===== config.mk =====
export PLATFORM = sky130hd
export DESIGN_NAME = fp_accumulator
export DESIGN_NICKNAME = d
export VERILOG_FILES = /design/src/rtl/fp_accumulator.sv
export SDC_FILE = /design/constraint.sdc
export NUM_CORES = 1
export LEC_CHECK = 0
export ABC_CLOCK_PERIOD_IN_PS = 22000
export CAP_MARGIN = 20
export CORE_ASPECT_RATIO = 0.9
export CORE_MARGIN = 3
export CORE_UTILIZATION = 25
export CTS_CLUSTER_DIAMETER = 60
export CTS_CLUSTER_SIZE = 12
export DETAILED_ROUTE_END_ITERATION = 6
export PLACE_DENSITY = 0.44
export RECOVER_POWER = 25
export SYNTH_ARGS = -nofsm -noshare
export SYNTH_HDL_FRONTEND = slang
export SYNTH_SLANG_ARGS = --single-unit

===== constraint.sdc =====
create_clock -name clk -period 22 [get_ports clk]
set_input_delay 4.4 -clock clk [delete_from_list [all_inputs] [get_ports clk]]
set_output_delay 4.4 -clock clk [all_outputs]
set_load 0.01 [all_outputs]

===== src/rtl/fp_accumulator.sv =====
// -----------------------------------------------------------------------------
// fp_accumulator
//
// Sequential BF16 accumulator that sits directly after fp_multiplier. It sums
// a vector of products, one per cycle, and presents the dot-product result
// together with sticky exception/overflow/underflow flags. The result is held
// until the consumer accepts it.
//
// Arithmetic: denormal operands are flushed to zero. The smaller operand is
// aligned using guard bits plus a sticky bit, and the sum is truncated toward
// zero. An exact zero sum gives +0. Exponent overflow saturates to signed
// infinity. Exponent underflow gives +0. Inf/NaN inputs, or an asserted
// in_exception, force the canonical quiet NaN 0x7FC0 for the rest of the
// vector.
//
// Ports:
//   clk, rst_n      single clock, synchronous active-low reset
//   in_valid/ready  product handshake (ready only while accumulating)
//   in_data         BF16 product from fp_multiplier
//   in_exception    multiplier flags that travel with in_data
//   in_overflow
//   in_underflow
//   in_last         final product of the vector
//   out_valid/ready result handshake (valid only while holding a result)
//   out_data        accumulated BF16 sum
//   out_exception   sticky flags for the vector
//   out_overflow
//   out_underflow
//   out_count       number of products summed (1..VEC_LEN)
// -----------------------------------------------------------------------------
module fp_accumulator #(
    parameter int BIT_WIDTH  = 16,
    parameter int EXP_WIDTH  = 8,
    parameter int MANT_WIDTH = 7,
    parameter int VEC_LEN    = 16,
    parameter int CNT_WIDTH  = 5
) (
    input  logic                 clk,
    input  logic                 rst_n,
    input  logic                 in_valid,
    output logic                 in_ready,
    input  logic [BIT_WIDTH-1:0] in_data,
    input  logic                 in_exception,
    input  logic                 in_overflow,
    input  logic                 in_underflow,
    input  logic                 in_last,
    output logic                 out_valid,
    input  logic                 out_ready,
    output logic [BIT_WIDTH-1:0] out_data,
    output logic                 out_exception,
    output logic                 out_overflow,
    output logic                 out_underflow,
    output logic [CNT_WIDTH-1:0] out_count
);

    typedef enum logic {
        ST_ACC = 1'b0,
        ST_OUT = 1'b1
    } state_t;

    // Significand: hidden bit + stored mantissa + guard/round/sticky bits.
    localparam int GRS_BITS = 3;
    localparam int SIG_W    = MANT_WIDTH + 1 + GRS_BITS;
    localparam int SUM_W    = SIG_W + 1;
    localparam int SH_W     = $clog2(SIG_W + 1);
    localparam int LEAD_W   = $clog2(SUM_W);
    localparam int EXP_W2   = EXP_WIDTH + 2;
    localparam int MAG_W    = BIT_WIDTH - 1;

    localparam logic [EXP_WIDTH-1:0]     EXP_MAX = '1;
    localparam logic [BIT_WIDTH-1:0]     QNAN    = {1'b0, EXP_MAX, 1'b1, {(MANT_WIDTH-1){1'b0}}};
    // The hidden bit of an unshifted operand sits at bit SUM_W-2 of the sum.
    localparam logic signed [EXP_W2-1:0] EXP_ADJ = EXP_W2'(SUM_W - 2);
    localparam logic signed [EXP_W2-1:0] EXP_OVF = EXP_W2'({2'b00, EXP_MAX});

    // ------------------------------------------------------------------
    // State
    // ------------------------------------------------------------------
    state_t                 state_q,    state_d;
    logic [BIT_WIDTH-1:0]   acc_q,      acc_d;
    logic [CNT_WIDTH-1:0]   cnt_q,      cnt_d;
    logic                   exc_q,      exc_d;
    logic                   ovf_q,      ovf_d;
    logic                   unf_q,      unf_d;
    logic [BIT_WIDTH-1:0]   out_data_q, out_data_d;
    logic                   out_exc_q,  out_exc_d;
    logic                   out_ovf_q,  out_ovf_d;
    logic                   out_unf_q,  out_unf_d;
    logic [CNT_WIDTH-1:0]   out_cnt_q,  out_cnt_d;

    // ------------------------------------------------------------------
    // Operand field extraction (accumulator = a, incoming product = b)
    // ------------------------------------------------------------------
    logic                 a_sign, b_sign;
    logic [EXP_WIDTH-1:0] a_exp,  b_exp;
    logic                 a_zero, b_zero;
    logic [MAG_W-1:0]     a_mag,  b_mag;
    logic [SIG_W-1:0]     a_sig,  b_sig;

    assign a_sign = acc_q[BIT_WIDTH-1];
    assign b_sign = in_data[BIT_WIDTH-1];
    assign a_exp  = acc_q[BIT_WIDTH-2 -: EXP_WIDTH];
    assign b_exp  = in_data[BIT_WIDTH-2 -: EXP_WIDTH];
    assign a_zero = (a_exp == '0);
    assign b_zero = (b_exp == '0);
    // Flushed magnitudes, so a denormal never wins the ordering compare.
    assign a_mag  = a_zero ? '0 : acc_q[MAG_W-1:0];
    assign b_mag  = b_zero ? '0 : in_data[MAG_W-1:0];
    assign a_sig  = a_zero ? '0 : {1'b1, acc_q[MANT_WIDTH-1:0], {GRS_BITS{1'b0}}};
    assign b_sig  = b_zero ? '0 : {1'b1, in_data[MANT_WIDTH-1:0], {GRS_BITS{1'b0}}};

    // ------------------------------------------------------------------
    // Single-cycle adder: align, add/subtract, normalise, truncate
    // ------------------------------------------------------------------
    logic                     big_sign, small_sign;
    logic [EXP_WIDTH-1:0]     big_exp,  small_exp, exp_diff;
    logic [SIG_W-1:0]         big_sig,  small_sig, aligned;
    logic [SH_W-1:0]          shamt;
    logic [2*SIG_W-1:0]       shift_wide;
    logic [SUM_W-1:0]         sum, norm;
    logic [LEAD_W-1:0]        lead;
    logic signed [EXP_W2-1:0] res_exp;
    logic [MANT_WIDTH-1:0]    res_mant;
    logic [BIT_WIDTH-1:0]     add_res;
    logic                     add_ovf, add_unf;

    // NOTE: every variable written in a combinational block gets a default
    // first, so no path can leave it unassigned and infer a latch.
    always_comb begin
        big_sign   = a_sign;
        big_exp    = a_exp;
        big_sig    = a_sig;
        small_sign = b_sign;
        small_exp  = b_exp;
        small_sig  = b_sig;
        add_res    = '0;
        add_ovf    = 1'b0;
        add_unf    = 1'b0;
        lead       = '0;

        // Larger magnitude first; this makes the difference non-negative.
        if (b_mag > a_mag) begin
            big_sign   = b_sign;
            big_exp    = b_exp;
            big_sig    = b_sig;
            small_sign = a_sign;
            small_exp  = a_exp;
            small_sig  = a_sig;
        end

        // Shifts of SIG_W or more leave only the sticky bit.
        exp_diff   = big_exp - small_exp;
        shamt      = (exp_diff > EXP_WIDTH'(SIG_W)) ? SH_W'(SIG_W) : exp_diff[SH_W-1:0];
        shift_wide = {small_sig, {SIG_W{1'b0}}} >> shamt;
        // Bits shifted out fold into the LSB. A subtraction then borrows
        // correctly, so truncation lands below the exact result.
        aligned    = shift_wide[2*SIG_W-1:SIG_W]
                   | {{(SIG_W-1){1'b0}}, |shift_wide[SIG_W-1:0]};

        if (big_sign == small_sign) begin
            sum = {1'b0, big_sig} + {1'b0, aligned};
        end else begin
            sum = {1'b0, big_sig} - {1'b0, aligned};
        end

        for (int i = 0; i < SUM_W; i++) begin
            if (sum[i]) begin
                lead = LEAD_W'(i);
            end
        end

        norm     = sum << (LEAD_W'(SUM_W - 1) - lead);
        res_mant = MANT_WIDTH'(norm >> (SUM_W - 1 - MANT_WIDTH));
        res_exp  = $signed({2'b00, big_exp})
                 + $signed({{(EXP_W2-LEAD_W){1'b0}}, lead})
                 - EXP_ADJ;

        if (sum == '0) begin
            add_res = '0;
        end else if (res_exp >= EXP_OVF) begin
            add_res = {big_sign, EXP_MAX, {MANT_WIDTH{1'b0}}};
            add_ovf = 1'b1;
        end else if (res_exp <= 0) begin
            add_res = '0;
            add_unf = 1'b1;
        end else begin
            add_res = {big_sign, res_exp[EXP_WIDTH-1:0], res_mant};
        end
    end

    // ------------------------------------------------------------------
    // Next-state logic
    // ------------------------------------------------------------------
    always_comb begin
        state_d    = state_q;
        acc_d      = acc_q;
        cnt_d      = cnt_q;
        exc_d      = exc_q;
        ovf_d      = ovf_q;
        unf_d      = unf_q;
        out_data_d = out_data_q;
        out_exc_d  = out_exc_q;
        out_ovf_d  = out_ovf_q;
        out_unf_d  = out_unf_q;
        out_cnt_d  = out_cnt_q;

        case (state_q)
            ST_ACC: begin
                // in_ready is high throughout ACC, so in_valid alone is an accept.
                if (in_valid) begin
                    cnt_d = cnt_q + CNT_WIDTH'(1);
                    if (exc_q || in_exception || (b_exp == EXP_MAX)) begin
                        acc_d = QNAN;
                        exc_d = 1'b1;
                    end else if (a_exp == EXP_MAX) begin
                        // Without exc_q, an all-ones accumulator exponent can
                        // only be a saturated infinity. It absorbs finite inputs.
                        acc_d = acc_q;
                    end else begin
                        acc_d = add_res;
                        ovf_d = ovf_q | add_ovf;
                        unf_d = unf_q | add_unf;
                    end
                    ovf_d = ovf_d | in_overflow;
                    unf_d = unf_d | in_underflow;

                    if (in_last || (cnt_d == CNT_WIDTH'(VEC_LEN))) begin
                        out_data_d = acc_d;
                        out_exc_d  = exc_d;
                        out_ovf_d  = ovf_d;
                        out_unf_d  = unf_d;
                        out_cnt_d  = cnt_d;
                        state_d    = ST_OUT;
                    end
                end
            end

            ST_OUT: begin
                if (out_ready) begin
                    state_d    = ST_ACC;
                    acc_d      = '0;
                    cnt_d      = '0;
                    exc_d      = 1'b0;
                    ovf_d      = 1'b0;
                    unf_d      = 1'b0;
                    out_data_d = '0;
                    out_exc_d  = 1'b0;
                    out_ovf_d  = 1'b0;
                    out_unf_d  = 1'b0;
                    out_cnt_d  = '0;
                end
            end

            default: state_d = ST_ACC;
        endcase
    end

    // ------------------------------------------------------------------
    // Registers
    // ------------------------------------------------------------------
    // NOTE: reset is synchronous, so it sits inside the clocked branch and is
    // not in the sensitivity list; a mid-vector reset drops the partial sum.
    // NOTE: sequential state uses non-blocking assignments, so every flop
    // samples its _d value from before the clock edge.
    always_ff @(posedge clk) begin
        if (!rst_n) begin
            state_q    <= ST_ACC;
            acc_q      <= '0;
            cnt_q      <= '0;
            exc_q      <= 1'b0;
            ovf_q      <= 1'b0;
            unf_q      <= 1'b0;
            out_data_q <= '0;
            out_exc_q  <= 1'b0;
            out_ovf_q  <= 1'b0;
            out_unf_q  <= 1'b0;
            out_cnt_q  <= '0;
        end else begin
            state_q    <= state_d;
            acc_q      <= acc_d;
            cnt_q      <= cnt_d;
            exc_q      <= exc_d;
            ovf_q      <= ovf_d;
            unf_q      <= unf_d;
            out_data_q <= out_data_d;
            out_exc_q  <= out_exc_d;
            out_ovf_q  <= out_ovf_d;
            out_unf_q  <= out_unf_d;
            out_cnt_q  <= out_cnt_d;
        end
    end

    assign in_ready      = (state_q == ST_ACC);
    assign out_valid     = (state_q == ST_OUT);
    assign out_data      = out_data_q;
    assign out_exception = out_exc_q;
    assign out_overflow  = out_ovf_q;
    assign out_underflow = out_unf_q;
    assign out_count     = out_cnt_q;

endmodule


==> metrics.md, run 1 <==
| Metric | Value |
|---|---|
| Area grow syn2layout | `14.60%` |
| Worst Hold Depth | `2` |
| Post-layout nets | `949` |
| RSZ-0062 raised after global routing | `no` |
| Worst min-delay path class | `reg -> reg` |
| Grt ovf | `0` |
| Hold violation count in the final report | `0` |
| Post-Synthesis Cells | `867` |
| Row count | `53` |
| TritonCTS Sinks | `49` |
| Initial Util | `25.67%` |
| Most frequent CP cell | `a21oi_1` |
| Worst clock skew | `0.006476 ns` |
| Multi-input gate area in the final layout | `4755 µm²` |
| Min cycle time layout | `19.07 ns` |
| Largest net degree at the start of global routing | `39` |
| TritonCTS buffer count | `5` |
| # hold bufs at CTS | `0` |
| Max Slew Vio Count | `0` |
| Sequential area share after synthesis | `16.18%` |
| # DRC | `1` |
| Critical path's slowest cell | `a2111oi_0` |
| Post-synthesis sequential element count | `49` |
| EDFF count, synth | `0` |
| Kind of critical path | `in -> reg` |
| Tcrit/Tclk final | `86.68%` |
| Dpl hpwl | `17160 µm` |
| Post CTS Setup Buffer Count | `0` |
| Most used DFF post-synth | `dfxtp_1` |
| Die H | `153.7 µm` |
| Initial antenna violation count | `0` |
| Core ar. | `23610 µm²` |
| Post-route ant nets | `0` |
| First-pass GRT wire length | `35070 µm` |
| Mean Syn Cell Area | `6.991 µm²` |
| Via count | `6652` |
| Detailed-router iteration count before antenna repair | `7` |
| Measured slew at the worst slew-check pin | `1.067 ns` |
| Setup TNS | `0 ns` |
| Skew-Pair Late Insertion Delay | `0.29 ns` |
| Final setup viols | `0` |
| Asr flop ratio synth | `0%` |
| Relative slew margins | `28.89%` |
| WP depth | `54` |
| Drt initial violations | `788` |
| Failing checks | `DRC` |
| Synth warnings | `0` |
| Wire length per cell | `18.39 µm` |
| Placer Congestion | `0.8770` |
| Leak | `0.002596 µW` |
| Final Worst Setup Slack | `2.929 ns` |
| Post-place setup slack | `2.865 ns` |
| Worst R2R Path Depth | `53` |
| PostCTS Resize Cnt | `0` |
| Status | `finished with violations` |
| Critical path data arrival time | `19.30 ns` |
| Buf/Inv on CP | `3` |
| Worst-path fanout max | `38` |
| N_diodes | `0` |
| Port bufs | `49` |
| CTS tree | `built` |
| Overall routed net length | `21850 µm` |
| # Max-Cap Violations | `0` |
| Mapped Area | `6061 µm²` |
| Type of origin of the critical path | `input port` |
| Reg area | `980.9 µm²` |
| Max VDD drop | `0.04321 mV` |
| Worst-path clk slew | `0.06 ns` |
| GRT Overall Usage | `16.39%` |
| Worst path required time | `22.22 ns` |
| CTS Buffer Depth | `2` |
| CTS Root Cell | `clkbuf_16` |
| Die area | `26150 µm²` |
| Die width | `170.1 µm` |
| Filler cells | `2593` |
| Distinct cell type count after synthesis | `85` |
| Top-Level Pins | `50` |
| Synth Net Count | `931` |
| H-tree levels | `2` |
| PwrDens | `146.1 nW/µm²` |
| Proportion of layout cells with a drive suffix above 1 | `5.418%` |
| F_max | `0.05244 GHz` |
| DR vias/cell | `5.599` |
| Vias in the first global route | `6215` |
| Slowest stage delay, CP | `0.81 ns` |
| Top Family by Delay on Critical Path | `compound AO/OA/AOI/OAI gates` |
| Crit end category | `flip-flop` |
power by group:
group          leakage [µW]  total [µW]  internal [µW]  switching, µW
combinational       0.00212         820            288            532
clock             0.0000712        75.7           42.4           33.3
sequential         0.000401         119            101           17.6
total               0.00260        1010            432            583
worst paths after layout:
path / startpoint / slack [ns] / endpoint
setup reg to reg: acc_q[11]$_SDFFE_PN0P_ / 7.22 / out_data[0]$_SDFFE_PN0P_
hold / removal: ovf_q$_SDFFE_PN0P_ / 0.45 / ovf_q$_SDFFE_PN0P_
setup / recovery: in_data[11] / 2.93 / out_data[0]$_SDFFE_PN0P_
hold reg to reg: ovf_q$_SDFFE_PN0P_ / 0.45 / ovf_q$_SDFFE_PN0P_
layer usage:
layer	up-vias	part of all wire, %	global-route usage (%)	wire length, µm
met4	0	1.0	2.202	227
li1	3286	-	-	-
met1	3096	53	26.05	11500
met5	-	0	0	0
met2	246	41	24.21	8987
met3	24	5.2	1.594	1130
synthesized netlist by cell type, types with 17 or more instances:
library cell	n	area share (%)
a21oi_1	72	5.9
a22oi_1	17	2.1
clkbuf_1	36	2.2
dfxtp_1	49	16
ha_1	38	7.8
inv_1	39	2.4
nand2_1	95	5.9
nand3_1	30	2.5
nor2_1	82	5.1
nor2b_1	17	1.8
nor3_1	28	2.3
o21ai_0	61	5.0
xnor2_1	19	2.7
state kept, by name, summed over array words and instances (netlist names):
| register | count |
|---|---|
| acc_q | 16 |
| cnt_q | 5 |
| exc_q | 1 |
| out_count | 5 |
| out_data | 16 |
| out_exception | 1 |
| out_overflow | 1 |
| out_underflow | 1 |
| out_valid | 1 |
| ovf_q | 1 |
| unf_q | 1 |
layout by cell type, fill, tap and decap left out, types with 5 or more instances in the layout:
cell             synthesis  layout
a211o_1                  6       6
a211oi_1                10      10
a21boi_0                 5       5
a21o_1                   6       6
a21oi_1                 72      71
a22oi_1                 17      17
a31oi_1                 16      16
and2_1                  16      16
buf_4                    0       6
clkbuf_16                0       5
clkdlybuf4s50_1          0      31
dfxtp_1                 49      49
dlygate4sd3_1            0      18
ha_1                    38      38
inv_1                   39      39
mux2i_1                 13      13
nand2_1                 95      95
nand2b_1                 7       7
nand3_1                 30      30
nand4_1                 13      13
nor2_1                  82      81
nor2b_1                 17      17
nor3_1                  28      28
nor4_1                  12      12
o211ai_1                12      12
o21a_1                  13      13
o21ai_0                 61      61
o31ai_1                 12      12
o41ai_1                  5       5
or2_2                    9       9
or3_1                    8       8
xnor2_1                 19      19
xor2_1                   9       9
logic make-up (layout without fill, tap and decap cells):
family	count (synthesis)	in the layout	synth area share, %
AND/OR/NAND/NOR	343	343	27.62
AO/OA/AOI/OAI	303	303	34.54
buffers and inverters	85	104	5.471
flip-flops	49	49	16.18
adder cells (fa/ha/maj)	40	40	8.505
XOR/XNOR	28	28	4.046
multiplexers	19	19	3.633
worst register-to-register path, delay by kind of cell, from the launching register on:
kind | cells | cell delay (ns)
XOR/XNOR | 2 | 0.42
buffers and inverters | 2 | 0.20
AO/OA/AOI/OAI | 26 | 6.58
flip-flops | 1 | 0.44
AND/OR/NAND/NOR | 17 | 5.38
adder cells (fa/ha/maj) | 6 | 1.69
metrics by stage:
stage | instances | utilization (%) | instance area [µm²] | hold WS, ns | total power (µW)
floorplan | 867 | - | 6061 | 0.4262 | 726.1
global placement | 1180 | 28.82 | 6803 | 0.4343 | 940.6
detailed placement | 1180 | 28.82 | 6803 | 0.4437 | 922.5
CTS | 1188 | 29.42 | 6945 | 0.4539 | 1005
global route | 1188 | 29.42 | 6945 | 0.4930 | 1113
finish | 1188 | 29.42 | 6945 | 0.4508 | 1015
cell type report:
class,instances,share of cell area (%)
multi-input combinational,733,68.46
sequential,49,14.12
timing repair buffer,55,7.710
tap,302,5.440
inverter,41,2.216
clock buffer,6,1.856
clock inverter,2,0.1982
Power figures use the tool's default switching activity.
==> run 2: changes to the inputs <==
Settings changed: CTS_BUF_LIST from default to sky130_fd_sc_hd__clkbuf_8.
==> run 2 against run 1 <==
  * Final area fell by 0.81%
  * Die area did not move
  * Hold slack improved by 0.0034 ns
  * Combinational power barely moved
  * Routed wire length rose by 0.26%
  * Final cell count did not move
  * Fmax fell by 0.12%
  * Power fell by 2.2%
  * Sequential cell count did not move
  * The run now ends clean
  * Core utilization fell by 0.24 points
  * Largest power group unchanged
  * Global-route usage barely moved
  * Non-clock buffer count did not move
==> metrics.md, run 2 (synthesized netlist as in run 1, its figures left out) <==
| Metric | Value |
|---|---|
| Placed cell areas | `6803 µm²` |
| Worst Hold Depth | `2` |
| GRT Overall Usage | `16.36%` |
| Skew-Pair Late Insertion Delay | `0.30 ns` |
| Area grow syn2layout | `13.67%` |
| Filler cells | `2598` |
| PostCTS Resize Cnt | `0` |
| Die width | `170.1 µm` |
| PwrDens | `144.0 nW/µm²` |
| Post CTS Setup Buffer Count | `0` |
| Via count | `6589` |
| Top Family by Delay on Critical Path | `compound AO/OA/AOI/OAI gates` |
| Worst-path clk slew | `0.09 ns` |
| CTS Root Cell | `clkbuf_8` |
| Overall routed net length | `21900 µm` |
| Row count | `53` |
| Critical path's slowest cell | `a2111oi_0` |
| Reg area | `980.9 µm²` |
| Post-layout nets | `949` |
| Type of origin of the critical path | `input port` |
| # hold bufs at CTS | `0` |
| Met3 WL | `1142 µm` |
| Placer Congestion | `0.8770` |
| Cells after DPL | `1180` |
| Worst R2R Path Depth | `53` |
| Proportion of layout cells with a drive suffix above 1 | `5.418%` |
| TritonCTS Sinks | `49` |
| R2r endpoint | `out_data[0]$_SDFFE_PN0P_` |
| Worst-path fanout max | `38` |
| CTS tree | `built` |
| Relative slew margins | `28.29%` |
| Max Slew Vio Count | `0` |
| Worst path required time | `22.24 ns` |
| Initial Util | `25.67%` |
| Tcrit/Tclk final | `86.79%` |
| Largest net degree at the start of global routing | `39` |
| Die area | `26150 µm²` |
| Die H | `153.7 µm` |
| Critical path data arrival time | `19.34 ns` |
| Status | `finished, final reports clean` |
| Drt initial violations | `836` |
| Wire length on met2 | `9019 µm` |
| Slowest stage delay, CP | `0.82 ns` |
| Multi-input gate area in the final layout | `4755 µm²` |
| Commonest cells after routing, fill and taps aside | `nand2_1, nor2_1, a21oi_1` |
| N_diodes | `0` |
| F_max | `0.05237 GHz` |
| First-pass GRT wire length | `35050 µm` |
| # Max-Cap Violations | `0` |
| Most frequent CP cell | `a21oi_1` |
| Dpl hpwl | `17160 µm` |
| Core ar. | `23610 µm²` |
| Measured slew at the worst slew-check pin | `1.076 ns` |
| Worst clock skew | `0.006181 ns` |
| Port bufs | `49` |
| TritonCTS buffer count | `5` |
| Setup TNS | `0 ns` |
| DR vias/cell | `5.546` |
| H-tree levels | `2` |
| RSZ-0062 raised after global routing | `no` |
| Leak | `0.002575 µW` |
| Kind of critical path | `in -> reg` |
| # DRC | `0` |
| Top-Level Pins | `50` |
| Wire length per cell | `18.44 µm` |
| R2R setup slack | `7.16 ns` |
| Post-Layout Cell Count | `1188` |
| Post-route ant nets | `0` |
| Commonest non-fill, non-tap cell in the layout | `nand2_1` |
| Buf/Inv on CP | `3` |
| Worst min-delay path class | `reg -> reg` |
| Highest Signal Layer | `met4` |
| Vias in the first global route | `6214` |
| Final setup viols | `0` |
| Fin area | `6889 µm²` |
| CTS Buffer Depth | `2` |
| Max VDD drop | `0.04318 mV` |
| WHS Endpoint | `ovf_q$_SDFFE_PN0P_` |
| WL met1 | `11550 µm` |
| Hold path startpoint | `ovf_q$_SDFFE_PN0P_` |
| Initial antenna violation count | `0` |
| Crit end category | `flip-flop` |
| Min cycle time layout | `19.09 ns` |
| Detailed-router iteration count before antenna repair | `7` |
| Reg-to-reg startpoint | `acc_q[11]$_SDFFE_PN0P_` |
| Hold violation count in the final report | `0` |
| Grt ovf | `0` |
==> run 2: power by group <==
part / internal, µW / leakage [µW] / total (µW) / switching [µW]
Sequential: 101 / 0.000401 / 119 / 17.6
Combinational: 288 / 0.00212 / 819 / 531
Clock: 22.3 / 0.0000497 / 53.7 / 31.4
==> run 2: area by class of cell <==
cell class              instances  share of cell area [%]
well taps                     302                   5.485
clock inverters                 3                  0.2543
flip-flops and latches         49                   14.24
multi-input cells             733                   69.02
repair buffers                 55                   7.773
inverters                      41                   2.234
clock buffers                   5                  0.9989
==> run 2: routing by layer <==
metal  GRT usage, %  vias up
met5              0        -
met4          2.202        0
met3          1.517       21
met2          24.19      243
met1          26.01     3039
li1               -     3286
==> run 2: per-stage QoR <==
step	hold WS, ns	power, µW	worst slack, ns	utilization (%)
5_1_grt	0.4977	1090	1.380	29.18
3_5_place_dp	0.4437	922.5	2.865	28.82
2_1_floorplan	0.4262	726.1	5.442	-
6_report	0.4542	992.0	2.907	29.18
3_3_place_gp	0.4343	940.6	3.183	28.82
4_1_cts	0.4582	982.6	3.081	29.18
==> run 2: worst max-delay path by stage <==
stage | endpoint | start | cells past startpoint | slack, ns
finish | out_data[0]$_SDFFE_PN0P_ | in_data[11] | 54 | 2.91
global route | out_data[0]$_SDFFE_PN0P_ | in_data[11] | 54 | 1.38
CTS | out_data[0]$_SDFFE_PN0P_ | in_data[11] | 54 | 3.08
detailed placement | out_data[0]$_SDFFE_PN0P_ | in_data[11] | 54 | 2.86
global placement | out_data[0]$_SDFFE_PN0P_ | in_data[12] | 54 | 3.18
floorplan | out_data[0]$_SDFFE_PN0P_ | in_data[11] | 59 | 5.44
==> run 2: worst reg2reg max path: cells and delay by family (launching register included) <==
family | cells | cell delay [ns]
DFF | 1 | 0.45
adders and majority gates | 6 | 1.69
buffers and inverters | 2 | 0.20
xor gates and xnor gates | 2 | 0.42
and+or+nand+nor | 17 | 5.41
AOI/OAI and AO/OA | 26 | 6.58
==> run 3: changes to the inputs <==
Settings changed: ABC_AREA from default to 1, ABC_CLOCK_PERIOD_IN_PS 22000 to 20600, CTS_CLUSTER_SIZE 12 to 20.
Clock period 22 ns to 20.6 ns, I/O delays scaled along.
==> run 3 against run 2 <==
  * Power fell by 16%
  * Combinational power fell by 22%
  * Core utilization rose by 0.52 points
  * Highest routed layer unchanged
  * Final area fell by 9.6%
  * Register-to-register slack improved by 2.1 ns
  * Synthesized cell count rose by 6.5%
  * Final cell count rose by 4.1%
  * Clock skew rose by 0.0044 ns
  * Routed wire length fell by 25%
  * Clock power rose by 39%
  * Non-clock buffer count fell by 3
  * Sequential cell count did not move
==> metrics.md, run 3 <==
| Metric | Value |
|---|---|
| Worst-path fanout max | `36` |
| Kind of critical path | `in -> reg` |
| Post-synthesis sequential element count | `49` |
| Die width | `160.7 µm` |
| Commonest non-fill, non-tap cell in the layout | `nand2_1` |
| F_max | `0.06454 GHz` |
| Most used DFF post-synth | `dfxtp_1` |
| Final core occ | `29.70%` |
| Hold violation count in the final report | `0` |
| Overall routed net length | `16500 µm` |
| PostCTS Resize Cnt | `0` |
| Drt initial violations | `370` |
| Measured slew at the worst slew-check pin | `0.8418 ns` |
| Grt ovf | `0` |
| Worst-path clk slew | `0.09 ns` |
| GRT Overall Usage | `13.87%` |
| First-pass GRT wire length | `27030 µm` |
| Via count | `5691` |
| Min cycle time layout | `15.50 ns` |
| Slowest stage delay, CP | `0.51 ns` |
| Synth warnings | `0` |
| Setup TNS | `0 ns` |
| TritonCTS buffer count | `5` |
| # Max-Cap Violations | `0` |
| Status | `finished, final reports clean` |
| Post-Synthesis Cells | `923` |
| Post-synth top area cell | `dfxtp_1` |
| Post CTS Setup Buffer Count | `0` |
| H-tree levels | `2` |
| Filler cells | `2413` |
| Worst path required time | `20.78 ns` |
| N_diodes | `0` |
| Mapped Area | `5384 µm²` |
| Asr flop ratio synth | `0%` |
| Top-Level Pins | `50` |
| Crit path from | `in_data[14]` |
| Dpl hpwl | `13510 µm` |
| Post-synth top cells | `nand2_1, inv_1, nand3_1` |
| Die H | `145.2 µm` |
| Area contributors post-synth | `dfxtp_1, nand2_1, ha_1, inv_1, nand3_1` |
| EDFF count, synth | `0` |
| Relative slew margins | `43.70%` |
| TritonCTS Sinks | `49` |
| Max VDD drop | `0.04139 mV` |
| Area grow syn2layout | `15.62%` |
| Most common cell in the netlist | `nand2_1` |
| Commonest cells after routing, fill and taps aside | `nand2_1, inv_1, nand3_1` |
| CTS Root Cell | `clkbuf_8` |
| CTS Buffer Depth | `2` |
| Core ar. | `20960 µm²` |
| Skew-Pair Late Insertion Delay | `0.31 ns` |
| RSZ-0062 raised after global routing | `no` |
| Proportion of layout cells with a drive suffix above 1 | `5.047%` |
| Leak | `0.003019 µW` |
| Final setup viols | `0` |
| Detailed-router iteration count before antenna repair | `7` |
| Crit end category | `flip-flop` |
| Worst clock skew | `0.01055 ns` |
| Sequential area share after synthesis | `18.22%` |
| Largest net degree at the start of global routing | `37` |
| Tcrit/Tclk final | `75.22%` |
| Synth Net Count | `987` |
| Vias in the first global route | `5195` |
| PwrDens | `133.7 nW/µm²` |
| # hold bufs at CTS | `0` |
| Die area | `23340 µm²` |
| Post-route ant nets | `0` |
| Critical path's slowest cell | `clkdlybuf4s50_1` |
| Mean Syn Cell Area | `5.833 µm²` |
| Critical path data arrival time | `15.68 ns` |
| Worst min-delay path class | `reg -> reg` |
| Most frequent CP cell | `nand2_1` |
| Post-layout nets | `1014` |
| Wire length per cell | `13.33 µm` |
| # DRC | `0` |
| Max Slew Vio Count | `0` |
| Initial Util | `25.69%` |
| Distinct cell type count after synthesis | `43` |
| Type of origin of the critical path | `input port` |
| Initial antenna violation count | `0` |
| Row count | `50` |
| Port bufs | `49` |
| Reg-to-reg startpoint | `acc_q[12]$_SDFFE_PN0P_` |
| DR vias/cell | `4.601` |
| CTS tree | `built` |
| Placer Congestion | `0.8287` |
| Synth top area share | `18.22%` |
| Hold path startpoint | `out_count[3]$_SDFFE_PN0P_` |
[run 3: logic make-up (layout without fill, tap and decap cells)]
kind of cell / Yosys count / after routing / share of synthesized area, %
simple gates: 474 / 474 / 39.25
compound gates: 170 / 170 / 17.10
buf+inv: 168 / 196 / 12.27
flops: 49 / 49 / 18.22
fa+ha+maj: 40 / 40 / 9.575
xor+xnor: 22 / 22 / 3.579
[run 3: power breakdown]
group	switching (µW)	total [µW]	internal [µW]
registers	9.14	117	108
logic	422	641	219
clock network	35.1	74.6	39.5
[run 3: path summary, 6_finish.rpt]
kind,to,slack [ns],cells after the start
worst max-delay path,acc_q[0]$_SDFFE_PN0P_,5.10,71
worst min-delay path,out_count[3]$_SDFFE_PN0P_,0.47,2
worst max register to register,acc_q[0]$_SDFFE_PN0P_,9.25,71
worst min register to register,out_count[3]$_SDFFE_PN0P_,0.47,2
[run 3: cell type report]
class | instances | area [µm²] | share of cell area [%]
Clock buffer | 6 | 82.58 | 1.327
Clock inverter | 2 | 37.54 | 0.6030
Inverter | 136 | 510.5 | 8.201
Multi-Input combinational cell | 706 | 3742 | 60.12
Sequential cell | 49 | 980.9 | 15.76
Tap cell | 286 | 357.8 | 5.749
Timing Repair Buffer | 52 | 513.0 | 8.241
[run 3: layer usage]
metal | part of all wire [%] | GRT usage, % | vias up
met5 | 0 | 0 | -
met4 | 0.50 | 1.634 | 0
met3 | 3.0 | 1.542 | 6
met2 | 45 | 22.10 | 92
met1 | 52 | 20.65 | 2531
li1 | - | - | 3062
[run 3: stage by stage]
step	hold slack, ns	power [µW]	area (µm²)	setup slack [ns]	cells
6_report	0.4669	832.4	6225	5.105	1237
3_5_place_dp	0.4577	762.0	6105	4.930	1229
3_3_place_gp	0.4545	774.9	6105	5.023	1229
2_1_floorplan	0.4457	624.9	5384	7.717	923
5_1_grt	0.4970	945.1	6225	3.701	1237
4_1_cts	0.4747	840.7	6225	5.215	1237
[run 3: worst max-delay path, delay by kind of cell]
family	cells	cell delay, ns
AO/OA/AOI/OAI	14	1.88
XOR/XNOR	3	0.44
adder cells (fa/ha/maj)	7	1.99
buffers and inverters	8	1.06
AND/OR/NAND/NOR	39	6.15
